`src/rtl/hazard_resolver_param_pkg.sv`:
```
// Shared types and constants for the hazard resolver: state codes, timer width, parameter check.
package hazard_pkg;

    localparam int TMR_W = 3;

    typedef enum logic [2:0] {
        NORM   = 3'b000,
        SSTALL = 3'b010,
        FLUSH  = 3'b011,
        DSTALL = 3'b100
    } haz_state_t;

    // Timer is 3 bits and loads (latency - 1), so every latency must sit in 1..8.
    function automatic bit params_legal(input int reg_aw, input int load_lat, input int nofwd_lat,
                                        input int flush_cyc, input int cnt_w);
        return (reg_aw >= 1) && (cnt_w >= 1) &&
               (load_lat  >= 1) && (load_lat  <= 8) &&
               (nofwd_lat >= 1) && (nofwd_lat <= 8) &&
               (flush_cyc >= 1) && (flush_cyc <= 8);
    endfunction

endpackage

```
`src/rtl/hazard_resolver_param_if.sv`:
```
// Hazard resolver bundle: EX/ID operand info and hazard inputs in, stall/flush controls and counters out.
interface hazard_resolver_param_if #(
    parameter int REG_AW = 5,
    parameter int CNT_W  = 8
);
    logic [REG_AW-1:0] ex_rd;
    logic              ex_rd_valid;
    logic              ex_is_load;
    logic [REG_AW-1:0] id_rs1;
    logic [REG_AW-1:0] id_rs2;
    logic              id_rs1_used;
    logic              id_rs2_used;
    logic              fwd_en;
    logic              str;
    logic              br_mispredict;

    logic              pc_freeze;
    logic              if_id_hold;
    logic              bubble_ins;
    logic              do_flush;
    logic              resolved;
    logic [2:0]        state_out;
    logic [CNT_W-1:0]  stall_cnt;
    logic [CNT_W-1:0]  flush_cnt;

    modport master (
        output ex_rd, ex_rd_valid, ex_is_load, id_rs1, id_rs2, id_rs1_used, id_rs2_used,
               fwd_en, str, br_mispredict,
        input  pc_freeze, if_id_hold, bubble_ins, do_flush, resolved, state_out,
               stall_cnt, flush_cnt
    );

    modport slave (
        input  ex_rd, ex_rd_valid, ex_is_load, id_rs1, id_rs2, id_rs1_used, id_rs2_used,
               fwd_en, str, br_mispredict,
        output pc_freeze, if_id_hold, bubble_ins, do_flush, resolved, state_out,
               stall_cnt, flush_cnt
    );
endinterface

```
`src/rtl/hazard_resolver_param_raw_detect.sv`:
```
// RAW detector: ID sources vs EX destination; combinational, no state, no backpressure.
module haz_raw_detect #(
    parameter int REG_AW = 5
) (
    input  logic [REG_AW-1:0] ex_rd,
    input  logic              ex_rd_valid,
    input  logic              ex_is_load,
    input  logic [REG_AW-1:0] id_rs1,
    input  logic [REG_AW-1:0] id_rs2,
    input  logic              id_rs1_used,
    input  logic              id_rs2_used,
    input  logic              fwd_en,
    output logic              raw,
    output logic              dhaz
);
    logic match;

    assign match = (id_rs1_used && (id_rs1 == ex_rd)) || (id_rs2_used && (id_rs2 == ex_rd));
    // x0 is hardwired, so a write to it never creates a dependency.
    assign raw   = ex_rd_valid && (ex_rd != '0) && match;
    assign dhaz  = raw && (ex_is_load || !fwd_en);
endmodule

```
`src/rtl/hazard_resolver_param.sv`:
```
// Hazard resolver: timed data stalls, structural stall, mispredict flush; Moore outputs, 1-cycle latency.
// No backpressure; emits stall/flush commands. HAZ_PERF_CNT_EN adds saturating stall/flush counters.
module hazard_resolver_param
    import hazard_pkg::*;
#(
    parameter int REG_AW    = 5,
    parameter int LOAD_LAT  = 1,
    parameter int NOFWD_LAT = 2,
    parameter int FLUSH_CYC = 2,
    parameter int CNT_W     = 8
) (
    input logic clk,
    input logic rst_n,
    hazard_resolver_param_if.slave hz
);
    if (!params_legal(REG_AW, LOAD_LAT, NOFWD_LAT, FLUSH_CYC, CNT_W)) begin : g_bad_param
        $error("hazard_resolver_param: latency parameters must be in 1..8");
    end

    localparam logic [TMR_W-1:0] LOAD_TMR  = TMR_W'(LOAD_LAT - 1);
    localparam logic [TMR_W-1:0] NOFWD_TMR = TMR_W'(NOFWD_LAT - 1);
    localparam logic [TMR_W-1:0] FLUSH_TMR = TMR_W'(FLUSH_CYC - 1);

    haz_state_t       state, state_nx;
    logic [TMR_W-1:0] tmr, tmr_nx;
    logic             flush_entry;
    logic             raw, dhaz;

    haz_raw_detect #(.REG_AW(REG_AW)) u_raw (
        .ex_rd       (hz.ex_rd),
        .ex_rd_valid (hz.ex_rd_valid),
        .ex_is_load  (hz.ex_is_load),
        .id_rs1      (hz.id_rs1),
        .id_rs2      (hz.id_rs2),
        .id_rs1_used (hz.id_rs1_used),
        .id_rs2_used (hz.id_rs2_used),
        .fwd_en      (hz.fwd_en),
        .raw         (raw),
        .dhaz        (dhaz)
    );

    always_ff @(posedge clk or negedge rst_n) begin
        if (!rst_n) begin
            state <= NORM;
            tmr   <= '0;
        end else begin
            state <= state_nx;
            tmr   <= tmr_nx;
        end
    end

    // Priority: mispredict > data > structural; FLUSH ignores all hazard inputs.
    always_comb begin
        state_nx    = state;
        tmr_nx      = tmr;
        flush_entry = 1'b0;
        case (state)
            NORM: begin
                if (hz.br_mispredict) begin
                    state_nx    = FLUSH;
                    tmr_nx      = FLUSH_TMR;
                    flush_entry = 1'b1;
                end else if (raw && dhaz) begin
                    state_nx = DSTALL;
                    tmr_nx   = hz.fwd_en ? LOAD_TMR : NOFWD_TMR;
                end else if (hz.str) begin
                    state_nx = SSTALL;
                end
            end
            DSTALL: begin
                if (hz.br_mispredict) begin
                    state_nx    = FLUSH;
                    tmr_nx      = FLUSH_TMR;
                    flush_entry = 1'b1;
                end else if (tmr == '0) begin
                    state_nx = NORM;
                end else begin
                    tmr_nx = tmr - TMR_W'(1);
                end
            end
            SSTALL: begin
                if (hz.br_mispredict) begin
                    state_nx    = FLUSH;
                    tmr_nx      = FLUSH_TMR;
                    flush_entry = 1'b1;
                end else if (!hz.str) begin
                    state_nx = NORM;
                end
            end
            FLUSH: begin
                if (tmr == '0) state_nx = NORM;
                else           tmr_nx   = tmr - TMR_W'(1);
            end
            default: state_nx = NORM;
        endcase
    end

    assign hz.pc_freeze  = (state == DSTALL) || (state == SSTALL) || (state == FLUSH);
    assign hz.if_id_hold = (state == DSTALL) || (state == SSTALL);
    assign hz.bubble_ins = (state == DSTALL) || (state == SSTALL);
    assign hz.do_flush   = (state == FLUSH);
    assign hz.resolved   = (state == NORM);
    assign hz.state_out  = state;

`ifdef HAZ_PERF_CNT_EN
    logic [CNT_W-1:0] stall_q, flush_q;

    always_ff @(posedge clk or negedge rst_n) begin
        if (!rst_n) begin
            stall_q <= '0;
            flush_q <= '0;
        end else begin
            if (((state == DSTALL) || (state == SSTALL)) && (stall_q != '1))
                stall_q <= stall_q + CNT_W'(1);
            if (flush_entry && (flush_q != '1))
                flush_q <= flush_q + CNT_W'(1);
        end
    end

    assign hz.stall_cnt = stall_q;
    assign hz.flush_cnt = flush_q;
`else
    logic unused_flush_entry;
    assign unused_flush_entry = flush_entry;
    assign hz.stall_cnt = '0;
    assign hz.flush_cnt = '0;
`endif
endmodule
```
`src/flat_wrapper.sv`:
```
// flat-port wrapper written by rule: the top's interface ports become plain ports
module hazard_resolver_param_flat import hazard_pkg::*;
#(
    parameter int REG_AW    = 5,
    parameter int LOAD_LAT  = 1,
    parameter int NOFWD_LAT = 2,
    parameter int FLUSH_CYC = 2,
    parameter int CNT_W     = 8
)
  (clk, rst_n, hz_ex_rd, hz_ex_rd_valid, hz_ex_is_load, hz_id_rs1, hz_id_rs2, hz_id_rs1_used, hz_id_rs2_used, hz_fwd_en, hz_str, hz_br_mispredict, hz_pc_freeze, hz_if_id_hold, hz_bubble_ins, hz_do_flush, hz_resolved, hz_state_out, hz_stall_cnt, hz_flush_cnt);
  hazard_resolver_param_if #(.REG_AW(REG_AW), .CNT_W(CNT_W)) hz_i ();
  input logic clk;
  input logic rst_n;
  input wire logic [$bits(hz_i.ex_rd)-1:0] hz_ex_rd;
  input wire logic [$bits(hz_i.ex_rd_valid)-1:0] hz_ex_rd_valid;
  input wire logic [$bits(hz_i.ex_is_load)-1:0] hz_ex_is_load;
  input wire logic [$bits(hz_i.id_rs1)-1:0] hz_id_rs1;
  input wire logic [$bits(hz_i.id_rs2)-1:0] hz_id_rs2;
  input wire logic [$bits(hz_i.id_rs1_used)-1:0] hz_id_rs1_used;
  input wire logic [$bits(hz_i.id_rs2_used)-1:0] hz_id_rs2_used;
  input wire logic [$bits(hz_i.fwd_en)-1:0] hz_fwd_en;
  input wire logic [$bits(hz_i.str)-1:0] hz_str;
  input wire logic [$bits(hz_i.br_mispredict)-1:0] hz_br_mispredict;
  output wire logic [$bits(hz_i.pc_freeze)-1:0] hz_pc_freeze;
  output wire logic [$bits(hz_i.if_id_hold)-1:0] hz_if_id_hold;
  output wire logic [$bits(hz_i.bubble_ins)-1:0] hz_bubble_ins;
  output wire logic [$bits(hz_i.do_flush)-1:0] hz_do_flush;
  output wire logic [$bits(hz_i.resolved)-1:0] hz_resolved;
  output wire logic [$bits(hz_i.state_out)-1:0] hz_state_out;
  output wire logic [$bits(hz_i.stall_cnt)-1:0] hz_stall_cnt;
  output wire logic [$bits(hz_i.flush_cnt)-1:0] hz_flush_cnt;
  assign hz_i.ex_rd = hz_ex_rd;
  assign hz_i.ex_rd_valid = hz_ex_rd_valid;
  assign hz_i.ex_is_load = hz_ex_is_load;
  assign hz_i.id_rs1 = hz_id_rs1;
  assign hz_i.id_rs2 = hz_id_rs2;
  assign hz_i.id_rs1_used = hz_id_rs1_used;
  assign hz_i.id_rs2_used = hz_id_rs2_used;
  assign hz_i.fwd_en = hz_fwd_en;
  assign hz_i.str = hz_str;
  assign hz_i.br_mispredict = hz_br_mispredict;
  assign hz_pc_freeze = hz_i.pc_freeze;
  assign hz_if_id_hold = hz_i.if_id_hold;
  assign hz_bubble_ins = hz_i.bubble_ins;
  assign hz_do_flush = hz_i.do_flush;
  assign hz_resolved = hz_i.resolved;
  assign hz_state_out = hz_i.state_out;
  assign hz_stall_cnt = hz_i.stall_cnt;
  assign hz_flush_cnt = hz_i.flush_cnt;
  hazard_resolver_param #(.REG_AW(REG_AW), .LOAD_LAT(LOAD_LAT), .NOFWD_LAT(NOFWD_LAT), .FLUSH_CYC(FLUSH_CYC), .CNT_W(CNT_W)) u_core (.clk(clk), .rst_n(rst_n), .hz(hz_i));
endmodule
```
`config.mk`:
```
export PLATFORM = sky130hd
export DESIGN_NAME = hazard_resolver_param_flat
export DESIGN_NICKNAME = d
export VERILOG_FILES = /design/src/rtl/hazard_resolver_param_pkg.sv /design/src/rtl/hazard_resolver_param_if.sv /design/src/rtl/hazard_resolver_param_raw_detect.sv /design/src/rtl/hazard_resolver_param.sv /design/src/flat_wrapper.sv
export SDC_FILE = /design/constraint.sdc
export NUM_CORES = 1
export LEC_CHECK = 0
export BUFFER_PORTS_ARGS = -buffer_cell sky130_fd_sc_hd__buf_4
export CAP_MARGIN = 15
export CORE_AREA = 2 2 45 47
export CTS_CLUSTER_SIZE = 30
export DETAILED_ROUTE_END_ITERATION = 8
export DIE_AREA = 0 0 47 49
export HOLD_SLACK_MARGIN = 0.08
export PLACE_DENSITY_LB_ADDON = 0.25
export SETUP_SLACK_MARGIN = 0.5
export SYNTH_ARGS = -nofsm -noshare
export SYNTH_HDL_FRONTEND = slang
export SYNTH_SLANG_ARGS = --single-unit
```
`constraint.sdc`:
```
create_clock -name clk -period 3.7 [get_ports clk]
set_input_delay 0.37 -clock clk [delete_from_list [all_inputs] [get_ports clk]]
set_output_delay 0.37 -clock clk [all_outputs]
set_load 0.01 [all_outputs]
```
Word level (Yosys, flattened, before mapping)
Cells that the tools add are included.

Register bits: 6. Output and inout bits: 24. Logic and storage cells: 44.

$add $sub $neg: 1. Eq/ne operators: 9. Multiplexer cells: 15. Reductions and logical operators: 17.

Operators by type and width (number): $mux W3 (12); $pmux W3 S4 (2); $eq A5 B5 Y1 (2); $eq A3 B2 Y1 const B (2); $logic_and A1 B1 Y1 (6); $logic_not A3 Y1 (2); $reduce_bool A5 Y1 (1); $logic_or A1 B1 Y1 (4); $ne A4 B3 Y1 const B (1); $reduce_bool A4 Y1 (1); $eq A3 B3 Y1 const B (1); $ne A3 B2 Y1 const B (1); $ne A3 B3 Y1 const B (1); $reduce_and A3 Y1 (1); $sub A3 B1 Y3 const B (1); $ne A2 B2 Y1 const B (1); $reduce_and A2 Y1 (1); $logic_not A1 Y1 (1); $mux W1 (1).

Longest topological paths before layout
Gate-level depths: netlist (run 1).

Word-level depth: 9. Depth in mapped cells: 7. Depth with buffers taken out: 7.

Modules after synthesis
A second synthesis (run 1) with hierarchy kept.

Cell total of the unflattened synthesis: 87. Area, all modules: 750.7 um2.

Modules (own cells, without submodules): hazard_resolver_param (instances 1, cells an instance 68, area each 593.1 um2, sequential area each 150.1 um2); haz_raw_detect (instances 1, cells an instance 19, area each 157.7 um2, sequential area each 0.0 um2).

Least setup slack after synthesis (run 1)
Ideal clock, no wire load.

Kind: register to output. Start: register u_core.state[1], in the netlist u_core.hz.state_out[1]. End: output port hz_if_id_hold. Arrival time: 1410 ps. Data required time: 3330 ps. Path slack: 1920 ps. Cell stages (with the launch flop): 5. Buffers on the path: 2. Cell sequence: dfrtp_1 dlygate4sd1_1 nand2b_1 a21oi_1 buf_4.

Longest elaborated chain between the ends: 2. Elaborated cells between the ends (all ways): 3. Those cells by class: eq/ne (2); reduce/logical (1).

Ends and longest elaborated chain: from (decl) (RTL line hazard_resolver_param.sv:24) `haz_state_t state, state_nx;`; from (signal assigned) (RTL line hazard_resolver_param.sv:47) `state <= state_nx;`; $eq A3 B3 Y1 or $eq A3 B2 Y1 (tied branches); $logic_or A1 B1 Y1 (*); to (decl) (RTL line flat_wrapper.sv:25) `output wire logic [$bits(hz_i.if_id_hold)-1:0] hz_if_id_hold;`.

Every way passes the cells marked *; elsewhere a longest branch is shown, timed or not.

Worst setup path in the final report (run 1)
Start: register u_core.state[1], in the netlist u_core.hz.state_out[1]. End: output port hz_bubble_ins.

Longest elaborated chain between the ends: 2. Elaborated cells between the ends (all ways): 3. Those cells by class: eq/ne (2); reduce/logical (1).

Ends and longest elaborated chain: $eq A3 B3 Y1 or $eq A3 B2 Y1 (tied branches) (RTL line hazard_resolver_param.sv:100) `assign hz.bubble_ins = (state == DSTALL) || (state == SSTALL);`; $logic_or A1 B1 Y1 (*) (RTL line hazard_resolver_param.sv:100); to (decl) (RTL line flat_wrapper.sv:26) `output wire logic [$bits(hz_i.bubble_ins)-1:0] hz_bubble_ins;`.

Marks and branches as above.

==> summary.md, run 1 <==
| Metric | Value |
|---|---|
| Asr flop ratio synth | 100% |
| Crit path time final | 1.90 ns |
| WL final | 1810 um |
| Main synth FF type | dfrtp_1 |
| # DRC | 0 |
| Initial antenna violation count | 0 |
| Max frequency | 527 MHz |
| Post-DP HPWL | 1530 um |
| HP Class | in2reg |
| Status | finished, final reports clean |
| Crit path arrival time | 1.53 ns |
| Post-Syn Area | 828 sq um |
| Layout Skew | 0.00136 ns |
| Antenna viol nets, final | 0 |
| Post-CTS Resized | 0 |
| Total gr overflow | 0 |
| Syn Area/Cell | 8.37 sq um |
| Core ar. | 1840 sq um |
| DRT Pass-1 Iters | 4 |
| Setup violations, final | 0 |
| Slew margin rel. | 65.8% |
| Worst Path Max Fanout | 16 |
| Pin count of the biggest net entering global routing | 17 |
| Sequential area share after synthesis | 18.1% |
| Clock-pin slew on the worst setup and hold paths | 0.05 ns |
| Vias per Instance | 4.95 |
| Final Core Density | 55.8% |
| Synth warnings | 0 |
| Worst Max-Slew Pin Slew | 0.513 ns |
| Final Hold Fails | 0 |
| Final Max Tran Viols | 0 |
| Synth unique cells | 44 |
| RSZ-0062 raised after global routing | no |
| CTS Sinks | 6 |
| Post CTS Setup Buffer Count | 0 |
| Max rail drop VDD | 0.280 mV |
| Initial core utilization | 45.0% |
| Internal power | 304 uW |
| Vias | 768 |
| Worst hold slack | 0.366 ns |
| Critical path type | reg2out |
| Gr usage total | 16.8% |
| Worst-skew pair later-pin latency | 0.25 ns |
| Height of the die | 49 um |
| Switching Share | 46.4% |
| Post-synthesis instance total | 99 |
| Site Rows | 16 |
| Root Driver | clkbuf_4 |
| Pre-CTS WS | 1.94 ns |
| Hold Path Cell Cnt | 2 |
| Ratio of cells with drive above 1 in the final layout | 35.9% |
| Max-cap viol count | 0 |
| Die area | 2300 sq um |
| Req. time, crit path | 3.33 ns |
| R2R depth | 5 |
| Initial drt markers | 11 |
| CTS Buf Count | 3 |
| CP Capture Type | primary output |
| Total power draw | 567 uW |
| Layout net count | 156 |
| N_diodes | 0 |
| P&R area growth vs syn | 24.0% |
| Setup TNS Final | 0 ns |
| Slack of the critical path | 1.80 ns |
| Global-route wire length before repair | 2810 um |
| Fill cells | 178 |
| Area of the multi-input gates | 553 sq um |
| IO buf count | 31 |
| Seq. cell area | 150 sq um |
| Yosys reg bits | 6 |
| Clk buf depth | 2 |
| Sw power | 263 uW |
| Crit share post-route | 51.3% |
| Combinational group share of total power | 63.4% |
| Clock power frac | 11.1% |
| P_leak | 0.463 nW |
| Power per Cell Area | 552 nW/um^2 |
| Die Wd | 47 um |
| CTS tree | yes |
| Reg power frac | 25.5% |
| Drt wl/cell | 11.7 um |
| Critical path launch point type | flip-flop |
| Vias in the first global route | 682 |
| GPL Wtd Cong | 0.825 |
| Number of H-tree levels | 1 |
| IO Count | 48 |
| Number of synthesized flops with an enable pin | 0 |
[synthesized netlist by cell type, drive strengths merged (2+ instances only)]
library cell | number | area, sq um
inv | 4 | 15.0
a21oi | 3 | 15.0
xnor2 | 2 | 17.5
nand2 | 6 | 22.5
nor3 | 4 | 25.0
nor2 | 7 | 33.8
nor3b | 2 | 15.0
o221ai | 2 | 41.3
dfrtp | 6 | 150
o21ai | 4 | 20.0
buf | 19 | 144
nand2b | 4 | 25.0
nor4 | 3 | 25.0
clkinv | 2 | 10.0
xor2 | 8 | 70.1
ha | 2 | 25.0
o2bb2ai | 2 | 17.5
[flip-flops by register name (all words and copies together) (netlist names)]
| register | flops |
|---|---|
| u_core.tmr | 3 |
| u_core.hz.state_out | 3 |
[layout by cell type (no fill, tap or decap), drive strengths merged, types with 2 or more instances in the layout]
master	Yosys	layout
dfrtp	6	6
ha	2	2
nor3	4	4
clkinv	2	2
inv	4	4
nand2b	4	4
buf	19	31
nor2	7	7
nor4	3	3
o2bb2ai	2	2
o221ai	2	2
o21ai	4	4
nor3b	2	2
conb	1	16
clkbuf	1	3
a21oi	3	3
xnor2	2	2
xor2	8	8
nand2	6	6
[through the flow]
| stage | instances | instance area, sq um |
|---|---|---|
| 2_1_floorplan | 114 | 885 |
| 3_3_place_gp | 151 | 995 |
| 3_5_place_dp | 151 | 995 |
| 4_1_cts | 155 | 1030 |
| 5_1_grt | 155 | 1030 |
| 6_report | 155 | 1030 |
[power by group through the flow]
stage	registers, mW	logic [mW]	clock network [mW]
finish	0.145	0.360	0.0632
global route	0.150	0.400	0.0704
floorplan	0.119	0.287	0
global placement	0.143	0.351	0
detailed placement	0.145	0.360	0
CTS	0.144	0.362	0.0650
[metal layers]
metal	GRT usage [%]	share of wire, %	vias to the layer above
met5	0	0	-
met1	21.1	40	345
met4	5.56	1.6	0
met2	26.0	50	45
li1	-	-	373
met3	5.93	8.7	5
[worst max-delay path: stages, from the launching register on]
cell      delay, ns
dfrtp_1        0.66
nand2b_1       0.24
a21oi_1        0.22
buf_4          0.15
[path summary, 6_finish.rpt]
check	startpoint	endpoint	slack (ns)
max reg2reg	u_core.hz.state_out[1]	u_core.tmr[1]	1.91
min in group asynchronous	rst_n	u_core.hz.state_out[1]	0.46
min	hz_br_mispredict	u_core.hz.state_out[2]	0.37
max	u_core.hz.state_out[1]	hz_bubble_ins	1.80
max in group asynchronous	rst_n	u_core.tmr[1]	3.13
min reg2reg	u_core.tmr[1]	u_core.tmr[1]	0.56
[layout make-up]
| cell class | instances | area share [%] |
|---|---|---|
| well taps | 27 | 3.29 |
| inverters | 6 | 2.44 |
| clock buffers | 3 | 2.19 |
| multi-input cells | 81 | 53.8 |
| flip-flops and latches | 6 | 14.6 |
| repair buffers | 32 | 23.6 |
[cell families after synthesis]
group | Yosys count | share of synthesized area [%]
compound gates | 22 | 23.3
xor+xnor | 10 | 10.6
fa+ha+maj | 2 | 3.02
buf+inv | 27 | 21.9
flops | 6 | 18.1
mux | 1 | 1.21
other cells | 1 | 0.453
simple gates | 30 | 21.4
[repair_timing]
action	in CTS	in global routing
setup endpoints to repair	0	0
hold endpoints to repair	6	0
hold buffers	1	0
Note: power is estimated with default switching activity, not from simulation.
==> run 2, diff against run 1 <==
- CORE_AREA: 2 2 45 47 -> 2 2 47 49
- DIE_AREA: 0 0 47 49 -> 0 0 49 51
- clock period: 3.7 -> 1.87 ns (I/O delays scaled with it)
==> run 2 against run 1 <==
Power grew to 2.8 times the previous value. Worst setup slack lost 1.3 ns. Critical path depth is the same. Clock power grew 110%. Critical path type unchanged. Global-route usage grew 1.0 points. Critical endpoint is now hz_resolved. Clock skew grew 0.0046 ns. Worst hold slack lost 0.17 ns. Non-clock buffer count grew 18. Largest cell class unchanged. Utilization grew 5.8 points. Combinational power grew to 3.3 times the previous value.
==> summary.md, run 2 (synthesis results as in run 1) <==
| Metric | Value |
|---|---|
| IO buf count | 31 |
| Pin count of the biggest net entering global routing | 12 |
| Height of the die | 51 um |
| Seq. cell area | 154 sq um |
| Gr usage total | 17.8% |
| Setup TNS Final | 0 ns |
| Worst-path cell chain | buf_4, nor3_4, buf_4 |
| Core ar. | 2060 sq um |
| Setup violations, final | 0 |
| Total gr overflow | 0 |
| CP bufs+invs | 2 |
| Critical path launch point type | flip-flop |
| Number of H-tree levels | 1 |
| IO Count | 48 |
| Die area | 2500 sq um |
| Crit share post-route | 74.6% |
| Status | finished, final reports clean |
| Vias | 856 |
| Worst-skew pair later-pin latency | 0.25 ns |
| Total power draw | 1.58 mW |
| Final Core Density | 61.6% |
| RSZ-0062 raised after global routing | yes |
| Final Hold Fails | 0 |
| Global-route wire length before repair | 3460 um |
| Req. time, crit path | 1.68 ns |
| Critical path type | reg2out |
| Crit path arrival time | 1.21 ns |
| Max rail drop VDD | 0.565 mV |
| Worst Path Max Fanout | 6 |
| WL final | 2200 um |
| Most frequent CP cell | buf_4 |
| Critical Path Slowest Stage Cell | dfrtp_2 |
| CP Capture Type | primary output |
| GPL Wtd Cong | 0.838 |
| Commonest cells after routing, fill and taps aside | 47 x buf_4, 16 x conb_1, 8 x xor2_1 |
| Crit path time final | 1.40 ns |
| Drt wl/cell | 12.6 um |
| Power per Cell Area | 1240 nW/um^2 |
| Root Driver | clkbuf_4 |
| Clock-pin slew on the worst setup and hold paths | 0.05 ns |
| Layout net count | 174 |
| HP Class | in2reg |
| CTS tree | yes |
| Clk buf depth | 2 |
| Vias in the first global route | 826 |
| Post-DP HPWL | 1650 um |
| Max frequency | 717 MHz |
| Ratio of cells with drive above 1 in the final layout | 53.7% |
| Initial core utilization | 40.1% |
| CTS Buf Count | 3 |
| Critical Path Max Stage Delay | 0.46 ns |
| P&R area growth vs syn | 53.3% |
| Max-cap viol count | 0 |
| Crit path max-delay family | flip-flops |
| Commonest non-fill, non-tap cell in the layout | buf_4 |
| Vias per Instance | 4.89 |
| P_leak | 0.574 nW |
| Area of the multi-input gates | 644 sq um |
| N_diodes | 0 |
| # DRC | 0 |
| Site Rows | 17 |
| Die Wd | 49 um |
| Initial antenna violation count | 0 |
| Layout Skew | 0.00597 ns |
| Final Max Tran Viols | 0 |
| CTS Sinks | 6 |
| Fill cells | 188 |
| DRT Pass-1 Iters | 4 |
| Antenna viol nets, final | 0 |
| Initial drt markers | 18 |
-- run 2: path summary, 6_finish.rpt --
kind	start	end	slack, ns	depth (start not counted)
hold reg to reg	u_core.tmr[1]	u_core.tmr[1]	0.57	2
hold / removal	hz_br_mispredict	u_core.hz.state_out[2]	0.19	2
setup / recovery	u_core.hz.state_out[1]	hz_resolved	0.47	3
max in group asynchronous	rst_n	u_core.hz.state_out[0]	1.46	2
min in group asynchronous	rst_n	u_core.hz.state_out[1]	0.28	2
setup reg to reg	u_core.tmr[0]	u_core.tmr[0]	0.48	6
-- run 2: where the power goes --
part / switching [mW] / total [mW] / internal (mW)
logic: 0.534 / 1.18 / 0.648
registers: 0.0773 / 0.266 / 0.189
clock network: 0.0509 / 0.132 / 0.0811
total: 0.662 / 1.58 / 0.918
-- run 2: per-layer routing --
layer,up-vias,GRT usage [%],wire length (um)
met5,-,0,0
met4,0,6.19,0
met3,0,2.63,139
met2,37,35.2,1240
met1,403,19.2,826
li1,416,-,-
-- run 2: repair_timing --
action | in CTS | in global routing
hold buffers | 1 | 0
pin swaps | 7 | 9
buffers inserted | 13 | 4
resized for setup | 10 | 3
setup endpoints to repair | 8 | 10
endpoints found under the hold margin | 6 | 0
-- run 2: metrics by stage --
stage	hold WS [ns]	area (sq um)	instances	setup WS [ns]
2_1_floorplan	-0.109	937	114	0.449
3_3_place_gp	-0.00350	1050	153	0.294
3_5_place_dp	-0.00327	1050	153	0.270
4_1_cts	0.185	1220	171	0.476
5_1_grt	0.192	1270	175	0.410
6_report	0.193	1270	175	0.475
-- run 2: area by class of cell --
class	instances	area share [%]
Clock buffer	4	2.07
Inverter	6	1.97
Multi-Input combinational cell	81	50.7
Sequential cell	6	12.1
Tap cell	28	2.76
Timing Repair Buffer	50	30.3
-- run 2: worst register-to-register path, stage by stage (launching register included) --
cell and delay, ns:
dfrtp_1 0.37, inv_2 0.07, ha_4 0.16, nor2b_4 0.13, a2111o_1 0.38, o311ai_2 0.08
o2bb2ai_1 0.09
==> run 3, diff against run 2 <==
- clock period: 1.87 -> 1.4 ns (I/O delays scaled with it)
==> run 3 against run 2 <==
Worst hold slack lost 0.048 ns. Largest power group unchanged. Sequential cell count is the same. First-iteration DRC count shrank 28%. Via count grew 9.7%. Die area is the same. Clock skew grew 0.0042 ns. Sequential power grew 33%. Cell area grew 15%. Worst setup slack lost 0.48 ns. The flow now finishes with violations (setup timing). Clock power grew 45%. Critical path type unchanged. Global-route usage grew 3.1 points.
==> summary.md, run 3 (synthesis results as in run 1) <==
| Metric | Value |
|---|---|
| Status | finished with violations |
| Failing checks | setup timing |
| Ratio of cells with drive above 1 in the final layout | 61.9% |
| Layout net count | 187 |
| Drt wl/cell | 13.9 um |
| Initial antenna violation count | 0 |
| Vias | 939 |
| Max rail drop VDD | 0.749 mV |
| Vias per Instance | 4.99 |
| CTS Sinks | 6 |
| RR Endpoint | u_core.tmr[0] |
| Number of H-tree levels | 1 |
| GPL Wtd Cong | 0.872 |
| WHS Endpoint | u_core.hz.state_out[2] |
| IO buf count | 31 |
| Worst-skew pair later-pin latency | 0.26 ns |
| Max frequency | 710 MHz |
| Layout Skew | 0.0101 ns |
| # DRC | 0 |
| Clock-pin slew on the worst setup and hold paths | 0.06 ns |
| Initial core utilization | 40.1% |
| Setup violations, final | 2 |
| Min-delay src | hz_br_mispredict |
| Final Hold Fails | 0 |
| DRT Pass-1 Iters | 4 |
| Pin count of the biggest net entering global routing | 12 |
| Vias in the first global route | 874 |
| CTS tree | yes |
| Req. time, crit path | 1.26 ns |
| R2R depth | 6 |
| Pre-CTS WS | -0.162 ns |
| Antenna viol nets, final | 0 |
| Site Rows | 17 |
| Worst hold slack | 0.145 ns |
| P_leak | 0.664 nW |
| Critical path launch point type | flip-flop |
| HP Class | in2reg |
| CTS Buf Count | 3 |
| Crit path time final | 1.41 ns |
| P&R area growth vs syn | 76.6% |
| Worst Path Max Fanout | 4 |
| Slack of the worst reg-to-reg path | 0 ns |
| Slack of the critical path | -0.00824 ns |
| Clk buf depth | 2 |
| CP Capture Type | primary output |
| Max-cap viol count | 0 |
| N_diodes | 0 |
| Crit share post-route | 101% |
| Root Driver | clkbuf_4 |
| Gr usage total | 20.9% |
| Power per Cell Area | 1670 nW/um^2 |
| Critical path type | reg2out |
| Height of the die | 51 um |
| Final Max Tran Viols | 0 |
| Commonest cells after routing, fill and taps aside | 50 x buf_4, 16 x conb_1, 10 x buf_6 |
| RR Startpoint | u_core.tmr[0] |
| Post-DP HPWL | 1950 um |
| Die area | 2500 sq um |
| Commonest non-fill, non-tap cell in the layout | buf_4 |
| RSZ-0062 raised after global routing | yes |
| Core ar. | 2060 sq um |
| WL final | 2610 um |
| IO Count | 48 |
| Die Wd | 49 um |
| Global-route wire length before repair | 3890 um |
| Hold Path Cell Cnt | 2 |
| Initial drt markers | 13 |
| Crit path arrival time | 1.27 ns |
| Total gr overflow | 0 |
-- run 3: final cells by class --
cell class / count / area (sq um)
Tap cell: 28 / 35.0
Multi-Input combinational cell: 81 / 689
Fill cell: 158 / 601
Inverter: 6 / 25.0
Clock buffer: 4 / 26.3
Timing Repair Buffer: 63 / 533
Sequential cell: 6 / 154
-- run 3: power breakdown --
group          switching [mW]  internal (mW)
combinational           0.819           1.08
clock                  0.0824          0.109
sequential              0.101          0.252
-- run 3: what timing repair did --
action,in CTS,in global routing
endpoints found under the hold margin,6,0
pin swaps,11,11
endpoints found under the setup margin,14,14
hold buffers,1,0
buffers inserted,9,2
resized for setup,19,10
-- run 3: per-stage QoR --
stage / total power [mW] / area, sq um / cells / utilization [%] / TNS, ns
6_report: 2.44 / 1460 / 188 / 70.9 / -0.0153
2_1_floorplan: 1.22 / 965 / 114 / - / -0.0258
4_1_cts: 2.35 / 1400 / 186 / 68.0 / 0
3_3_place_gp: 1.72 / 1220 / 172 / 59.0 / -0.369
5_1_grt: 2.57 / 1460 / 188 / 70.9 / -0.190
3_5_place_dp: 1.77 / 1220 / 172 / 59.0 / -0.610
-- run 3: worst max-delay path, stage by stage, from the launching register on --
cell and delay (ns):
dfrtp_2 0.44, buf_12 0.14, nand2b_4 0.13, a21oi_2 0.15
buf_4 0.14
-- run 3: how the worst max path moves through the flow --
stage	start	to	cells past startpoint
3_5_place_dp	hz_ex_rd[1]	u_core.hz.state_out[2]	6
3_3_place_gp	hz_ex_rd[1]	u_core.tmr[0]	6
4_1_cts	u_core.hz.state_out[0]	hz_pc_freeze	4
6_report	u_core.hz.state_out[1]	hz_if_id_hold	4
5_1_grt	u_core.hz.state_out[0]	u_core.tmr[1]	5
2_1_floorplan	u_core.hz.state_out[0]	u_core.tmr[1]	6
-- run 3: metal layers --
metal	global-route usage, %	vias to the layer above	wire length (um)
met5	0	-	0
li1	-	442	-
met2	39.5	45	1380
met4	11.0	0	96
met3	4.39	11	159
met1	21.7	441	968
